## config.mk

```make
export PLATFORM = sky130hd
export DESIGN_NAME = c_isa_fetch_aligner_flat
export DESIGN_NICKNAME = d
export VERILOG_FILES = /design/src/rtl/c_isa_fetch_aligner_pkg.sv /design/src/rtl/c_isa_fetch_aligner_if.sv /design/src/rtl/c_isa_fetch_aligner_hw_queue.sv /design/src/rtl/c_isa_fetch_aligner.sv /design/src/flat_wrapper.sv
export SDC_FILE = /design/constraint.sdc
export NUM_CORES = 1
export LEC_CHECK = 0
export ABC_AREA = 0
export BUFFER_PORTS_ARGS = -buffer_cell sky130_fd_sc_hd__buf_2
export CAP_MARGIN = 20
export CORE_MARGIN = 1.5
export CORE_UTILIZATION = 45
export CTS_CLUSTER_SIZE = 20
export DETAILED_ROUTE_END_ITERATION = 10
export HOLD_SLACK_MARGIN = 0.15
export PLACE_DENSITY_LB_ADDON = 0.08
export RECOVER_POWER = 100
export SYNTH_ARGS = -nofsm -noshare
export SYNTH_HDL_FRONTEND = slang
export SYNTH_SLANG_ARGS = --single-unit
```

## constraint.sdc

```tcl
create_clock -name risc_clk -period 4.2 [get_ports risc_clk]
set_clock_uncertainty 0.15 [all_clocks]
set_input_delay 0.42 -clock risc_clk [delete_from_list [all_inputs] [get_ports risc_clk]]
set_output_delay 0.42 -clock risc_clk [all_outputs]
set_load 0.05 [all_outputs]
```

## src/rtl/c_isa_fetch_aligner_pkg.sv

```systemverilog
// Shared constants, types and the 16/32-bit size decode used by the fetch aligner.
package c_isa_pkg;

   localparam int HW_W = 16;
   localparam logic [1:0] RVC_FULL_LSB = 2'b11;
   localparam logic [HW_W-1:0] ILLEGAL_C = 16'h0000;

   typedef logic [HW_W-1:0] hw_t;

   // A halfword opens a 16-bit instruction unless its two low bits are 2'b11.
   function automatic logic is_compressed(input hw_t hw);
      return (hw[1:0] != RVC_FULL_LSB);
   endfunction

endpackage

```

## src/rtl/c_isa_fetch_aligner_if.sv

```systemverilog
// Fetch-side and instruction-side handshake bundle of the fetch aligner.
interface c_isa_fetch_aligner_if #(
   parameter int FETCH_W = 32,
   parameter int DEPTH   = 8
);
   localparam int CNT_W = $clog2(DEPTH + 1);

   logic               flush;
   logic               fetch_valid;
   logic [FETCH_W-1:0] fetch_data;
   logic               fetch_ready;
   logic               instr_valid;
   logic               instr_ready;
   logic [31:0]        instr_o;
   logic               instr_compressed;
   logic               instr_illegal;
   logic [CNT_W-1:0]   count;

   modport master (
      output flush, fetch_valid, fetch_data, instr_ready,
      input  fetch_ready, instr_valid, instr_o, instr_compressed, instr_illegal, count
   );

   modport slave (
      input  flush, fetch_valid, fetch_data, instr_ready,
      output fetch_ready, instr_valid, instr_o, instr_compressed, instr_illegal, count
   );

endinterface

```

## src/rtl/c_isa_fetch_aligner_hw_queue.sv

```systemverilog
// Halfword circular storage: NWR consecutive halfwords written per push, two
// consecutive halfwords readable at rd_ptr. Pointers are owned by the caller.
module c_isa_hw_queue
   import c_isa_pkg::*;
#(
   parameter  int DEPTH = 8,
   parameter  int NWR   = 2,
   localparam int PW    = $clog2(DEPTH)
) (
   input  logic                  clk,
   input  logic                  we,
   input  logic [PW-1:0]         wr_ptr,
   input  logic [NWR*HW_W-1:0]   wdata,
   input  logic [PW-1:0]         rd_ptr,
   output hw_t                   rd0,
   output hw_t                   rd1
);

   logic [DEPTH-1:0][HW_W-1:0] mem_q;
   logic [DEPTH-1:0][HW_W-1:0] mem_d;
   logic [PW-1:0]              wa_s;
   logic [PW-1:0]              rd_ptr_p1_s;

   // Scatter the fetch word into ascending slots; the index wraps at DEPTH.
   always_comb begin
      mem_d = mem_q;
      wa_s  = wr_ptr;
      if (we) begin
         for (int i = 0; i < NWR; i++) begin
            wa_s        = wr_ptr + PW'(i);
            mem_d[wa_s] = wdata[i*HW_W +: HW_W];
         end
      end else begin
         mem_d = mem_q;
      end
   end

   // Storage contents carry no reset; only the pointers define validity.
   always_ff @(posedge clk) begin
      mem_q <= mem_d;
   end

   // Head halfword and its successor for the size decode.
   always_comb begin
      rd_ptr_p1_s = rd_ptr + PW'(1'b1);
      rd0         = mem_q[rd_ptr];
      rd1         = mem_q[rd_ptr_p1_s];
   end

endmodule

```

## src/rtl/c_isa_fetch_aligner.sv

```systemverilog
// Realigns fixed-width fetch words into a stream of 16/32-bit instructions,
// holding a 32-bit instruction until both of its halfwords are queued.
module c_isa_fetch_aligner
   import c_isa_pkg::*;
#(
   parameter int FETCH_W = 32,
   parameter int DEPTH   = 8,
   parameter int RVC_EN  = 1
) (
   input  logic                  risc_clk,
   input  logic                  risc_rst,
   c_isa_fetch_aligner_if.slave  bus
);

   localparam int H  = FETCH_W / HW_W;
   localparam int PW = $clog2(DEPTH);
   localparam int CW = $clog2(DEPTH + 1);

   logic [PW-1:0] rd_ptr_q, rd_ptr_d;
   logic [PW-1:0] wr_ptr_q, wr_ptr_d;
   logic [CW-1:0] count_q,  count_d;

   hw_t          h0_s;
   hw_t          h1_s;
   logic         head_cmp_s;
   logic [1:0]   needed_s;
   logic [CW:0]  space_s;
   logic         push_s;
   logic         pop_s;

   c_isa_hw_queue #(
      .DEPTH (DEPTH),
      .NWR   (H)
   ) u_queue (
      .clk    (risc_clk),
      .we     (push_s),
      .wr_ptr (wr_ptr_q),
      .wdata  (bus.fetch_data),
      .rd_ptr (rd_ptr_q),
      .rd0    (h0_s),
      .rd1    (h1_s)
   );

   // Head size decode and both handshakes, all from registered state only.
   always_comb begin
      head_cmp_s = (RVC_EN != 0) && is_compressed(h0_s);
      needed_s   = head_cmp_s ? 2'd1 : 2'd2;
      space_s    = (CW+1)'(DEPTH) - {1'b0, count_q};

      bus.fetch_ready = !risc_rst && !bus.flush && (space_s >= (CW+1)'(H));
      bus.instr_valid = !risc_rst && !bus.flush && (count_q >= CW'(needed_s));

      push_s = bus.fetch_valid && bus.fetch_ready;
      pop_s  = bus.instr_valid && bus.instr_ready;

      if (head_cmp_s) begin
         bus.instr_o = {16'h0000, h0_s};
      end else begin
         bus.instr_o = {h1_s, h0_s};
      end
      bus.instr_compressed = head_cmp_s;
      bus.instr_illegal    = head_cmp_s && (h0_s == ILLEGAL_C);
      bus.count            = count_q;
   end

   // Pointer and occupancy update; flush beats any same-cycle push or pop.
   always_comb begin
      rd_ptr_d = rd_ptr_q;
      wr_ptr_d = wr_ptr_q;
      count_d  = count_q;
      if (bus.flush) begin
         rd_ptr_d = {PW{1'b0}};
         wr_ptr_d = {PW{1'b0}};
         count_d  = {CW{1'b0}};
      end else begin
         wr_ptr_d = push_s ? (wr_ptr_q + PW'(H)) : wr_ptr_q;
         rd_ptr_d = pop_s  ? (rd_ptr_q + PW'(needed_s)) : rd_ptr_q;
         count_d  = count_q
                  + (push_s ? CW'(H)        : {CW{1'b0}})
                  - (pop_s  ? CW'(needed_s) : {CW{1'b0}});
      end
   end

   // State registers with synchronous reset.
   always_ff @(posedge risc_clk) begin
      if (risc_rst) begin
         rd_ptr_q <= {PW{1'b0}};
         wr_ptr_q <= {PW{1'b0}};
         count_q  <= {CW{1'b0}};
      end else begin
         rd_ptr_q <= rd_ptr_d;
         wr_ptr_q <= wr_ptr_d;
         count_q  <= count_d;
      end
   end

endmodule
```

## src/flat_wrapper.sv

```systemverilog
// flat-port wrapper written by rule: the top's interface ports become plain ports
module c_isa_fetch_aligner_flat import c_isa_pkg::*;
#(
   parameter int FETCH_W = 32,
   parameter int DEPTH   = 8,
   parameter int RVC_EN  = 1
)
  (risc_clk, risc_rst, bus_flush, bus_fetch_valid, bus_fetch_data, bus_instr_ready, bus_fetch_ready, bus_instr_valid, bus_instr_o, bus_instr_compressed, bus_instr_illegal, bus_count);
  c_isa_fetch_aligner_if #(.FETCH_W(FETCH_W), .DEPTH(DEPTH)) bus_i ();
  input  logic risc_clk;
  input  logic risc_rst;
  input wire logic [$bits(bus_i.flush)-1:0] bus_flush;
  input wire logic [$bits(bus_i.fetch_valid)-1:0] bus_fetch_valid;
  input wire logic [$bits(bus_i.fetch_data)-1:0] bus_fetch_data;
  input wire logic [$bits(bus_i.instr_ready)-1:0] bus_instr_ready;
  output wire logic [$bits(bus_i.fetch_ready)-1:0] bus_fetch_ready;
  output wire logic [$bits(bus_i.instr_valid)-1:0] bus_instr_valid;
  output wire logic [$bits(bus_i.instr_o)-1:0] bus_instr_o;
  output wire logic [$bits(bus_i.instr_compressed)-1:0] bus_instr_compressed;
  output wire logic [$bits(bus_i.instr_illegal)-1:0] bus_instr_illegal;
  output wire logic [$bits(bus_i.count)-1:0] bus_count;
  assign bus_i.flush = bus_flush;
  assign bus_i.fetch_valid = bus_fetch_valid;
  assign bus_i.fetch_data = bus_fetch_data;
  assign bus_i.instr_ready = bus_instr_ready;
  assign bus_fetch_ready = bus_i.fetch_ready;
  assign bus_instr_valid = bus_i.instr_valid;
  assign bus_instr_o = bus_i.instr_o;
  assign bus_instr_compressed = bus_i.instr_compressed;
  assign bus_instr_illegal = bus_i.instr_illegal;
  assign bus_count = bus_i.count;
  c_isa_fetch_aligner #(.FETCH_W(FETCH_W), .DEPTH(DEPTH), .RVC_EN(RVC_EN)) u_core (.risc_clk(risc_clk), .risc_rst(risc_rst), .bus(bus_i));
endmodule
```

Word level (Yosys, flattened, before mapping)
Index checks and enable logic that the tools add are counted.

storage, ports and cells
  input bits = 37
  word-level logic and storage cells = 53
  memories kept = 0
  memory bits (read-only) = 0
  memory bits (writable) = 0
  bits in registers = 138
  output and inout port bits = 40
  latch bits = 0

operators by class
  reductions and logical operators = 12
  shifts and indexed selects = 0
  eq/ne operators = 1
  bitwise operators = 0
  add/sub/neg operators = 7
  muxes and demuxes = 14
  multiply operators = 0
  order comparisons = 8
  divide/modulo/power cells = 0

operators by type and width
  kind                                                 count
  bitwise mux 128 bit                                  2
  binary-select mux 16 bit (select 3 bit)              2
  demux 16 bit (select 3 bit)                          2
  2-to-1 mux 16 bit                                    4
  2-to-1 mux 32 bit                                    1
  logical NOT 16 bit                                   1
  < comparator 3 x 4 -> 1 bit, second input constant   4
  logical AND 1 bit                                    8
  adder 3 x 1 -> 3 bit, second input constant          2
  >= comparator 3 x 1 -> 1 bit, second input constant  2
  2-to-1 mux 2 bit                                     3
  >= comparator 5 x 2 -> 1 bit, second input constant  1
  subtractor 4 x 4 -> 5 bit, first input constant      1
  adder 4 bit                                          1
  >= comparator 4 x 2 -> 1 bit                         1
  subtractor 4 bit                                     1
  adder 3 x 2 -> 3 bit                                 1
  adder 3 x 2 -> 3 bit, second input constant          1
  logical NOT 1 bit                                    2
  != test 2 bit, second input constant                 1
  OR reduction 2 bit                                   1

Longest topological paths before layout
Gate-level depths: netlist of run 1.

  depth in word-level cells = 9
  mapped depth = 19
  gate-level depth less buffers = 16

Cells and area by module
A second synthesis of run 1 with hierarchy kept.

unflattened totals
  cells, all modules = 677
  area, all modules = 8668.3 um^2

modules (own cells, without submodules)
  module               area each (um^2)  instances  seq. area each (um^2)  cells each
  c_isa_hw_queue       7831.3            1          3843.7                 570
  c_isa_fetch_aligner  837.1             1          180.2                  107

Worst setup path after synthesis of run 1
OpenSTA, ideal clock, no wires.

  kind = reg2reg
  start point = reg u_core.rd_ptr_q[0]
  end point = reg u_core.count_q[3], in the netlist u_core.bus.count[3]
  library setup time = 115 ps
  required time = 3935 ps
  arrival time = 4265 ps
  stages on the path, launching flop included = 19
  period minus slack after synthesis = 4530 ps
  buffers on the path = 2
  setup slack = -330 ps
  path through = dfxtp_1 > buf_6 > mux4_2 > mux2_2 > nand2_1 > buf_2 > ha_1 > nand2b_1 > a21oi_1 > o21ai_0 > nand3_1 > nor2_1 > fa_1 > inv_1 > ha_1 > inv_1 > fa_1 > xnor2_1 > nor2_1

on the way
  longest elaborated chain between the ends = 9

RTL lines
  element                                    line                                RTL
  from (decl)                                c_isa_fetch_aligner.sv:19           logic [PW-1:0] rd_ptr_q, rd_ptr_d;
  from (signal assigned)                     c_isa_fetch_aligner.sv:87           rd_ptr_q <= {PW{1'b0}};
  from (signal assigned)                     c_isa_fetch_aligner.sv:91           rd_ptr_q <= rd_ptr_d;
  binary-select mux 16 bit (select 3 bit) *  c_isa_fetch_aligner_hw_queue.sv:46  rd0 = mem_q[rd_ptr];
  2-to-1 mux 16 bit (not written as such) *  c_isa_fetch_aligner_hw_queue.sv:46
  != test 2 bit *                            c_isa_fetch_aligner_pkg.sv:12       return (hw[1:0] != RVC_FULL_LSB);
  named net bus_instr_compressed             flat_wrapper.sv:19                  output wire logic [$bits(bus_i.instr_compressed)-1:0] bus_instr_compressed;
  2-to-1 mux 2 bit *                         c_isa_fetch_aligner.sv:47           needed_s = head_cmp_s ? 2'd1 : 2'd2;
  >= comparator 4 x 2 -> 1 bit               c_isa_fetch_aligner.sv:51           bus.instr_valid = !risc_rst && !bus.flush && (count_q >= CW'(needed_s));
  logical AND 1 bit                          c_isa_fetch_aligner.sv:51
  logical AND 1 bit                          c_isa_fetch_aligner.sv:54           pop_s = bus.instr_valid && bus.instr_ready;
  2-to-1 mux 2 bit *                         c_isa_fetch_aligner.sv:80           - (pop_s ? CW'(needed_s) : {CW{1'b0}});
  subtractor 4 bit *                         c_isa_fetch_aligner.sv:80
  to (signal assigned)                       c_isa_fetch_aligner.sv:89           count_q <= {CW{1'b0}};
  to (signal assigned)                       c_isa_fetch_aligner.sv:93           count_q <= count_d;
  to (decl)                                  c_isa_fetch_aligner.sv:21           logic [CW-1:0] count_q, count_d;

Mark *: on every way through the listed nets, which the timed path passes. The rest lies on a longest branch. The select of a mux whose other input is x is not followed.
A chain may end at the register's enable or synchronous reset.

Final worst setup path of run 1
  start point = reg u_core.rd_ptr_q[0]
  end point = reg u_core.count_q[3], in the netlist u_core.bus.count[3]

on the way
  longest elaborated chain between the ends = 9

RTL lines
  element                                    line
  binary-select mux 16 bit (select 3 bit) *  c_isa_fetch_aligner_hw_queue.sv:46
  2-to-1 mux 16 bit (not written as such) *  c_isa_fetch_aligner_hw_queue.sv:46
  != test 2 bit *                            c_isa_fetch_aligner_pkg.sv:12
  2-to-1 mux 2 bit *                         c_isa_fetch_aligner.sv:47
  >= comparator 4 x 2 -> 1 bit               c_isa_fetch_aligner.sv:51
  logical AND 1 bit                          c_isa_fetch_aligner.sv:51
  logical AND 1 bit                          c_isa_fetch_aligner.sv:54
  2-to-1 mux 2 bit *                         c_isa_fetch_aligner.sv:80
  subtractor 4 bit *                         c_isa_fetch_aligner.sv:80

Mark *: on every way between the ends. The rest lies on a longest branch, timed or not. The select of a mux whose other input is x is not followed.

==> flow_summary_export.csv, run 1 <==
group,metric,value,unit
run_status,status,"completed",
place,place_area,0.00763,mm²
grt,grt_pass1_wl,25700,µm
layout,finalNetCount,593,
synth,synth_area,0.00696,mm²
critical_path,crit_type,"reg2reg",
clocking,cts_tree,"built",
clocking,cts_buffers,17,
floorplan,start_util,45.9,%
layout,num_antenna_cells,0,
power_and_ir_drop,peakVddDrop,0.304,mV
critical_path,start_kind,"flip-flop",
clocking,htree_levels,4,
route,wirelength,16700,µm
route,wl_per_cell,22.7,µm
critical_path,required,4.36,ns
power_and_ir_drop,powerDensity,427,mW/mm²
layout,fin_util,55.1,%
sta,tightest_slew,1.29,ns
route,drc,0,
grt,grt_max_degree,51,
route,antenna_left,0,
synth,synth.distinct_cells,30,
synth,syn_inst,430,
synth,synth_nets,485,
flow_run,maxCapViolCount,0,
grt,gr-usage-met3,5.11,%
sta,hold_viol,0,
place,hpwl,10600,µm
synth,syn_avg_cell_area,16.2,µm²
layout,areaGrowthSynthToFinish,20.0,%
synth,synth_edf_count,128,
critical_path,critPathMaxFanout,18,
route,initialDrtViolationCount,300,
critical_path,cp.arrival,4.07,ns
route,via_per_inst,5.68,
route,dr.pass1.iters,5,
floorplan,die_w,127,µm
synth,async_flop_share,0,%
layout,final_area,0.00835,mm²
sta,maxSlewViolCount,0,
clocking,cts_buffer_depth,2,
floorplan,core,0.0151,mm²
synth,ys_seq_elements,137,
sta,timing.final.ws_setup,0.292,ns
sta,setup_viol,0,
grt,grt_usage,22.2,%
grt,grt.busiest_layer,"met2",
layout,layout_common_cells,"128 x edfxtp_1, 63 x mux4_2, 49 x clkbuf_1, 36 x nand2_1, 34 x and2_0",
grt,met1_usage,28.0,%
min_path,min_path_type,"in2reg",
floorplan,fp.dieH,127,µm
sta,maxSlewHeadroom,13.7,%
synth,synth_seq_area_share,57.8,%
grt,gr-total-overflow,0,
synth,synth.yosys.warnings,0,
place,port_buffers,76,
sta,layout_min_cycle_time,3.91,ns
clocking,root_buffer,"clkbuf_16",
layout,fillers,1257,
sta,setup_tns,0,ns
floorplan,row_count,45,
clocking,clock_sinks,137,
synth,yosys_most_used_dff,"edfxtp_1",
grt,grt_use_met2,38.1,%
place,place.gp.congestion,0.744,
layout,drive_above_1_share,28.7,%
place,dp_slack,0.224,ns
grt,grt_pass1_vias,4463,
sta,fin_crit_sh,93.0,%
sta,rsz0062_at_grt,"no",
clocking,clock_latency,0.42,ns
layout,layout_commonest_cell,"edfxtp_1",
critical_path,crit_path_end_kind,"flip-flop",
power_and_ir_drop,p_leak,2.91,nW
clocking,clk_pin_slew,0.05,ns
grt,antenna_found_initial,0,
route,vias,4190,
floorplan,ios,77,
sta,fmax,256,MHz
floorplan,die-area,0.0162,mm²
synth_stat cells (3+ instances only):
cell / n / share of area (%)
a21oi_1: 19 / 1.4
and2_1: 67 / 6.0
and3_1: 4 / 0.36
buf_2: 11 / 0.79
clkbuf_1: 11 / 0.59
dfxtp_1: 9 / 2.6
edfxtp_1: 128 / 55
fa_1: 3 / 0.86
ha_1: 15 / 2.7
inv_1: 15 / 0.81
mux2_2: 16 / 2.6
mux2i_1: 5 / 0.72
mux4_2: 63 / 20
nand2_1: 37 / 2.0
nor2_1: 5 / 0.27
nor4_1: 4 / 0.36
xnor2_1: 3 / 0.38
sequential cells by signal, summed over array words and instances (netlist names):
| signal | flops |
|---|---|
| u_core.rd_ptr_q | 3 |
| u_core.u_queue.mem_q | 128 |
| u_core.wr_ptr_q | 2 |
| u_core.bus.count | 4 |
worst paths after layout:
kind                                                      start                                  to  slack (ns)  depth (start not counted)
worst min-delay path                         bus_fetch_data[27]  u_core.u_queue.mem_q[27]$_DFFE_PP_        0.17                          2
worst max register to register  u_core.rd_ptr_q[0]$_SDFFE_PP0N_      u_core.bus.count[3]$_SDFF_PP0_        0.29                         16
worst min register to register  u_core.wr_ptr_q[2]$_SDFFE_PP0P_     u_core.wr_ptr_q[2]$_SDFFE_PP0P_        0.36                          2
worst max-delay path            u_core.rd_ptr_q[0]$_SDFFE_PP0N_      u_core.bus.count[3]$_SDFF_PP0_        0.29                         16
metrics by stage:
| step | hold WS [ns] | total power [mW] | instances |
|---|---|---|---|
| 6_report | 0.173 | 3.56 | 738 |
| 5_1_grt | 0.172 | 3.68 | 738 |
| 4_1_cts | 0.153 | 3.60 | 738 |
| 3_5_place_dp | 0.348 | 2.03 | 690 |
| 3_3_place_gp | 0.337 | 2.02 | 690 |
| 2_1_floorplan | 0.318 | 1.90 | 430 |
logic make-up after synthesis:
group,count (synthesis),synth area share (%)
XOR/XNOR,4,0.504
AND/OR/NAND/NOR,125,9.73
adder cells (fa/ha/maj),18,3.56
multiplexers,85,24.1
buffers and inverters,39,2.64
AO/OA/AOI/OAI,22,1.64
flip-flops,137,57.8
power breakdown:
group / internal [mW] / switching, mW
clock network: 1.04 / 0.528
registers: 1.52 / 0.0199
logic: 0.177 / 0.282
total: 2.73 / 0.831
repair_timing:
item	in CTS	in global routing
endpoints found under the hold margin	66	0
setup buffers	0	0
gates resized for setup	1	4
endpoints found under the setup margin	7	2
hold buffers	17	0
cell type report:
| cell class | count | area, µm² | area share, % |
|---|---|---|---|
| sequential | 137 | 4030 | 48.2 |
| timing repair buffer | 113 | 647 | 7.75 |
| inverter | 15 | 56.3 | 0.674 |
| clock buffer | 19 | 433 | 5.19 |
| tap | 188 | 235 | 2.82 |
| multi-input combinational | 254 | 2770 | 33.2 |
| clock inverter | 12 | 180 | 2.16 |
critical path, cell delays in order (launching register included):
cell and delay (ns):
dfxtp_4 0.53, mux4_2 0.54, mux2_4 0.31, nand2_2 0.10, ha_1 0.22, nand2b_1 0.13, a21oi_1 0.15, o21ai_1 0.12
nand3_1 0.18, nor2_1 0.08, fa_1 0.45, inv_1 0.06, ha_1 0.14, inv_1 0.04, fa_1 0.37, xnor2_1 0.16
nor2_1 0.05
layer usage:
layer,vias to the layer above,part of all wire [%]
li1,1881,-
met1,2132,41
met2,157,52
met3,20,6.3
met4,0,1.4
met5,-,0
No activity file was read; power rests on OpenSTA's default activity.
==> run 2, diff against run 1 <==
--- a/config.mk
+++ b/config.mk
@@ -9,7 +9,7 @@
 export BUFFER_PORTS_ARGS = -buffer_cell sky130_fd_sc_hd__buf_2
 export CAP_MARGIN = 20
 export CORE_MARGIN = 1.5
-export CORE_UTILIZATION = 45
+export CORE_UTILIZATION = 40
 export CTS_CLUSTER_SIZE = 20
 export DETAILED_ROUTE_END_ITERATION = 10
 export HOLD_SLACK_MARGIN = 0.15
==> run 2 against run 1 <==
Effect of this change:
- sequential cell count unchanged
- sequential share of layout area about the same
- setup slack improved by 0.026 ns
- critical path depth unchanged
- first-iteration DRC count decreased by 8.7%
- cell count increased by 5.4%
- count of clock-buffer cells in the layout unchanged
- largest cell class unchanged
- highest routed layer unchanged
==> flow_summary_export.csv, run 2 (same netlist as run 1, synthesis figures left out) <==
group,metric,value,unit
critical_path,required,4.36,ns
floorplan,fp.dieH,135,µm
floorplan,row_count,48,
critical_path,critPathMaxFanout,10,
clocking,cts_tree,"built",
power_and_ir_drop,p_leak,2.88,nW
layout,layout_common_cells,"128 x edfxtp_1, 63 x mux4_2, 47 x clkbuf_1, 41 x and2_0, 37 x nand2_1",
clocking,post_cts_buffers,0,
clocking,root_buffer,"clkbuf_16",
critical_path,reg2reg_depth,16,
run_status,status,"completed",
critical_path,worstSetupEndpoint,"u_core.bus.count[3]$_SDFF_PP0_",
layout,fillers,1517,
clocking,cts_buffers,17,
place,hpwl,11200,µm
power_and_ir_drop,peakVddDrop,0.279,mV
route,initialDrtViolationCount,274,
critical_path,crit_path_end_kind,"flip-flop",
sta,rsz0062_at_grt,"no",
route,wl_per_cell,21.8,µm
layout,multi_input_area,0.00277,mm²
layout,regArea,0.00403,mm²
min_path,min_path_type,"in2reg",
floorplan,die-area,0.0182,mm²
critical_path,r2r_start,"u_core.rd_ptr_q[0]$_SDFFE_PP0N_",
critical_path,startpoint,"u_core.rd_ptr_q[0]$_SDFFE_PP0N_",
sta,layout_min_cycle_time,3.88,ns
critical_path,crit_type,"reg2reg",
sta,setup_viol,0,
grt,gr-total-overflow,0,
layout,largest_reg_flops,128,
sta,tightest_slew,1.20,ns
place,placed_cells,730,
clocking,cts_buffer_depth,2,
flow_run,maxCapViolCount,0,
route,vias,4183,
layout,instances_no_fill,778,
clocking,clock_sinks,137,
clocking,clk_pin_slew,0.06,ns
route,drc,0,
floorplan,ios,77,
layout,areaGrowthSynthToFinish,20.0,%
route,wirelength,17000,µm
clocking,htree_levels,4,
sta,fin_crit_sh,92.4,%
power_and_ir_drop,powerDensity,416,mW/mm²
grt,grt_usage,19.8,%
critical_path,cp.arrival,4.04,ns
critical_path,reg2reg_slack,0.32,ns
critical_path,start_kind,"flip-flop",
layout,num_antenna_cells,0,
critical_path,crit_chain,"mux4_2, mux2_4, nand2_1, ha_1, nand2b_1, a21oi_1, o21ai_1, nand3_1, nor2_1, fa_1, inv_1, ha_1, inv_1, fa_1, xnor2_1, nor2_1",
place,port_buffers,76,
grt,antenna_found_initial,0,
route,via_per_inst,5.38,
layout,drive_above_1_share,29.8,%
floorplan,core,0.0171,mm²
layout,regMostFlops,"u_core.u_queue.mem_q",
sta,setup_tns,0,ns
critical_path,reg2reg_to,"u_core.bus.count[3]$_SDFF_PP0_",
clocking,clock_latency,0.41,ns
sta,hold_ws,0.173,ns
grt,grt_pass1_vias,4388,
critical_path,slowest_delay,0.52,ns
sta,fmax,258,MHz
grt,grt_max_degree,33,
route,dr.pass1.iters,4,
grt,grt_pass1_wl,25700,µm
layout,finalNetCount,595,
critical_path,crit_slowest_cell,"mux4_2",
layout,layout_commonest_cell,"edfxtp_1",
sta,maxSlewViolCount,0,
floorplan,start_util,40.6,%
sta,hold_viol,0,
place,place.gp.congestion,0.755,
sta,maxSlewHeadroom,20.3,%
route,antenna_left,0,
floorplan,die_w,135,µm
## run 2: worst min-delay path by stage
stage,slack [ns],endpoint,depth (start not counted),start
floorplan,0.32,u_core.wr_ptr_q[2]$_SDFFE_PP0P_,2,u_core.wr_ptr_q[2]$_SDFFE_PP0P_
global route,0.17,u_core.u_queue.mem_q[88]$_DFFE_PP_,2,bus_fetch_data[24]
CTS,0.16,u_core.u_queue.mem_q[114]$_DFFE_PP_,2,bus_fetch_data[18]
finish,0.17,u_core.u_queue.mem_q[115]$_DFFE_PP_,2,bus_fetch_data[19]
detailed placement,0.35,u_core.wr_ptr_q[2]$_SDFFE_PP0P_,2,u_core.wr_ptr_q[2]$_SDFFE_PP0P_
global placement,0.33,u_core.wr_ptr_q[2]$_SDFFE_PP0P_,2,u_core.wr_ptr_q[2]$_SDFFE_PP0P_
## run 2: metrics by stage
| step | cell area (µm²) | utilization, % | worst slack [ns] | power (mW) |
|---|---|---|---|---|
| 4_1_cts | 8450 | 49.3 | 0.235 | 3.52 |
| 5_1_grt | 8350 | 48.8 | 0.0749 | 3.60 |
| 3_3_place_gp | 7700 | 45.0 | 0.368 | 2.03 |
| 2_1_floorplan | 6970 | - | 0.0365 | 1.90 |
| 3_5_place_dp | 7700 | 45.0 | 0.239 | 2.03 |
| 6_report | 8350 | 48.8 | 0.318 | 3.47 |
## run 2: layer usage
metal  up-vias  global-route usage [%]  wire [µm]
li1       1888                       -          -
met1      2167                    26.4       7220
met2       120                    33.5       8770
met3         8                    3.34        846
met4         0                    6.21        132
met5         -                       0          0
## run 2: critical path, delay by kind of cell (launching register included)
| kind | cells | cell delay (ns) |
|---|---|---|
| AO/OA/AOI/OAI | 2 | 0.27 |
| XOR/XNOR | 1 | 0.16 |
| adder cells (fa/ha/maj) | 4 | 1.21 |
| buffers and inverters | 2 | 0.12 |
| flip-flops | 1 | 0.43 |
| multiplexers | 2 | 0.84 |
| AND/OR/NAND/NOR | 5 | 0.62 |
## run 2: area by class of cell
class / count / area share, %
clock buffers: 19 / 5.18
clock inverters: 13 / 1.84
inverters: 15 / 0.674
multi-input cells: 254 / 33.1
flip-flops and latches: 137 / 48.2
well taps: 225 / 3.37
repair buffers: 115 / 7.57
## run 2: report_power, final
part / internal (mW) / switching [mW]
clock network: 0.927 / 0.549
logic: 0.174 / 0.289
registers: 1.52 / 0.0165
total: 2.62 / 0.855
## run 2: repair_timing
action,4_1_cts,5_1_grt
resized for setup,0,1
endpoints found under the setup margin,0,1
hold buffers,16,0
hold endpoints to repair,64,0
==> run 3, diff against run 2 <==
--- a/config.mk
+++ b/config.mk
@@ -14,7 +14,7 @@
 export DETAILED_ROUTE_END_ITERATION = 10
 export HOLD_SLACK_MARGIN = 0.15
 export PLACE_DENSITY_LB_ADDON = 0.08
-export RECOVER_POWER = 100
+export RECOVER_POWER = 25
 export SYNTH_ARGS = -nofsm -noshare
 export SYNTH_HDL_FRONTEND = slang
 export SYNTH_SLANG_ARGS = --single-unit
==> run 3 against run 2 <==
Effect of this change:
- count of clock-buffer cells in the layout stayed put
- critical path depth did not move
- sequential cell count unchanged
- critical endpoint unchanged
- cell count did not move
- die area unchanged
- setup slack better by 0.055 ns
- fmax up 1.4%
- register-to-register slack improved by 0.05 ns
- critical path type unchanged
==> flow_summary_export.csv, run 3 (same netlist as run 1, synthesis figures left out) <==
group,metric,value,unit
run_status,status,"completed",
clocking,cts_buffer_depth,2,
power_and_ir_drop,powerDensity,413,mW/mm²
floorplan,die-area,0.0182,mm²
power_and_ir_drop,sequentialPowerShare,44.0,%
route,dr.pass1.iters,4,
sta,maxSlewHeadroom,24.4,%
sta,setup_viol,0,
route,via_per_inst,5.37,
sta,fmax,261,MHz
sta,setup_tns,0,ns
grt,grt_pass1_vias,4388,
sta,fin_crit_sh,91.1,%
floorplan,fp.dieH,135,µm
critical_path,start_kind,"flip-flop",
sta,timing.final.ws_setup,0.373,ns
layout,finalNetCount,595,
clocking,clock_sinks,137,
power_and_ir_drop,power_switching,0.854,mW
route,vias,4180,
clocking,cts_tree,"built",
sta,rsz0062_at_grt,"no",
layout,num_antenna_cells,0,
layout,largest_reg_flops,128,
route,drc,0,
sta,maxSlewViolCount,0,
route,wl_per_cell,21.8,µm
sta,hold_ws,0.166,ns
power_and_ir_drop,comb_power_share,13.6,%
critical_path,cp.arrival,3.99,ns
grt,gr-total-overflow,0,
place,dp_slack,0.239,ns
place,placed_cells,730,
route,antenna_left,0,
critical_path,required,4.36,ns
clocking,clk_pin_slew,0.06,ns
floorplan,ios,77,
route,wirelength,17000,µm
sta,tightest_slew,1.13,ns
layout,areaGrowthSynthToFinish,21.1,%
floorplan,die_w,135,µm
grt,grt_pass1_wl,25700,µm
grt,grt_max_degree,33,
sta,hold_viol,0,
min_path,min_path_type,"in2reg",
power_and_ir_drop,clkPwrFrac,42.4,%
power_and_ir_drop,p_total,3.48,mW
critical_path,critPathMaxFanout,10,
grt,grt_usage,19.8,%
power_and_ir_drop,peakVddDrop,0.281,mV
clocking,post_cts_buffers,0,
place,place.gp.congestion,0.755,
place,port_buffers,76,
power_and_ir_drop,p_leak,3.02,nW
power_and_ir_drop,cellInternalPower,2.63,mW
clocking,cts_buffers,17,
critical_path,crit_type,"reg2reg",
route,initialDrtViolationCount,254,
layout,layout_common_cells,"128 x edfxtp_1, 63 x mux4_2, 60 x buf_2, 59 x and2_1, 36 x nand2_1",
layout,instances_no_fill,778,
power_and_ir_drop,netSwitchingFraction,24.5,%
grt,antenna_found_initial,0,
layout,layout_commonest_cell,"edfxtp_1",
flow_run,maxCapViolCount,0,
clocking,root_buffer,"clkbuf_16",
clocking,clock_latency,0.41,ns
clocking,htree_levels,4,
floorplan,row_count,48,
layout,drive_above_1_share,35.1,%
critical_path,crit_path_end_kind,"flip-flop",
floorplan,start_util,40.6,%
place,hpwl,11200,µm
sta,layout_min_cycle_time,3.83,ns
floorplan,core,0.0171,mm²
layout,regMostFlops,"u_core.u_queue.mem_q",
-- run 3: power by group through the flow --
stage               combinational, mW  sequential, mW  clock, mW
floorplan                       0.333            1.56          0
global placement                0.469            1.56          0
finish                          0.474            1.53       1.48
detailed placement              0.473            1.56          0
CTS                             0.486            1.53       1.51
global route                    0.511            1.53       1.56
-- run 3: through the flow --
step / utilization, % / instance area (µm²)
finish: 49.2 / 8420
global route: 49.2 / 8420
CTS: 49.3 / 8450
detailed placement: 45.0 / 7700
global placement: 45.0 / 7700
floorplan: - / 6970
-- run 3: routing by layer --
metal  vias up  global-route usage (%)  part of all wire, %
met5         -                       0                    0
met4         0                    6.21                 0.64
met3         5                    3.34                  4.2
met2        99                    33.5                   52
met1      2185                    26.4                   43
li1       1891                       -                    -
-- run 3: repair_timing --
action / 4_1_cts / 5_1_grt
hold endpoints to repair: 64 / 0
hold buffers: 16 / 0
resized for setup: 0 / 1
setup endpoints to repair: 0 / 1
-- run 3: final timing paths --
kind | end | cells past startpoint | slack [ns] | startpoint
max | u_core.bus.count[3]$_SDFF_PP0_ | 16 | 0.37 | u_core.rd_ptr_q[0]$_SDFFE_PP0N_
min | u_core.u_queue.mem_q[115]$_DFFE_PP_ | 2 | 0.17 | bus_fetch_data[19]
max reg2reg | u_core.bus.count[3]$_SDFF_PP0_ | 16 | 0.37 | u_core.rd_ptr_q[0]$_SDFFE_PP0N_
min reg2reg | u_core.wr_ptr_q[2]$_SDFFE_PP0P_ | 2 | 0.35 | u_core.wr_ptr_q[2]$_SDFFE_PP0P_
-- run 3: cell type report --
type                       count  area (µm²)
sequential                   137        4030
multi-input combinational    254        2770
timing repair buffer         115         702
fill                        1495        8690
clock inverter                13         154
tap                          225         282
inverter                      15        56.3
clock buffer                  19         433
-- run 3: worst max-delay path, stage by stage, from the launching register on --
cell and delay [ns]:
dfxtp_4 0.44, mux4_2 0.52, mux2_4 0.32, nand2_2 0.12, ha_1 0.23, nand2b_1 0.14
a21oi_1 0.14, o21ai_1 0.13, nand3_1 0.19, nor2_1 0.09, fa_1 0.45, inv_1 0.07
ha_1 0.14, inv_1 0.05, fa_1 0.37, xnor2_1 0.16, nor2_1 0.05
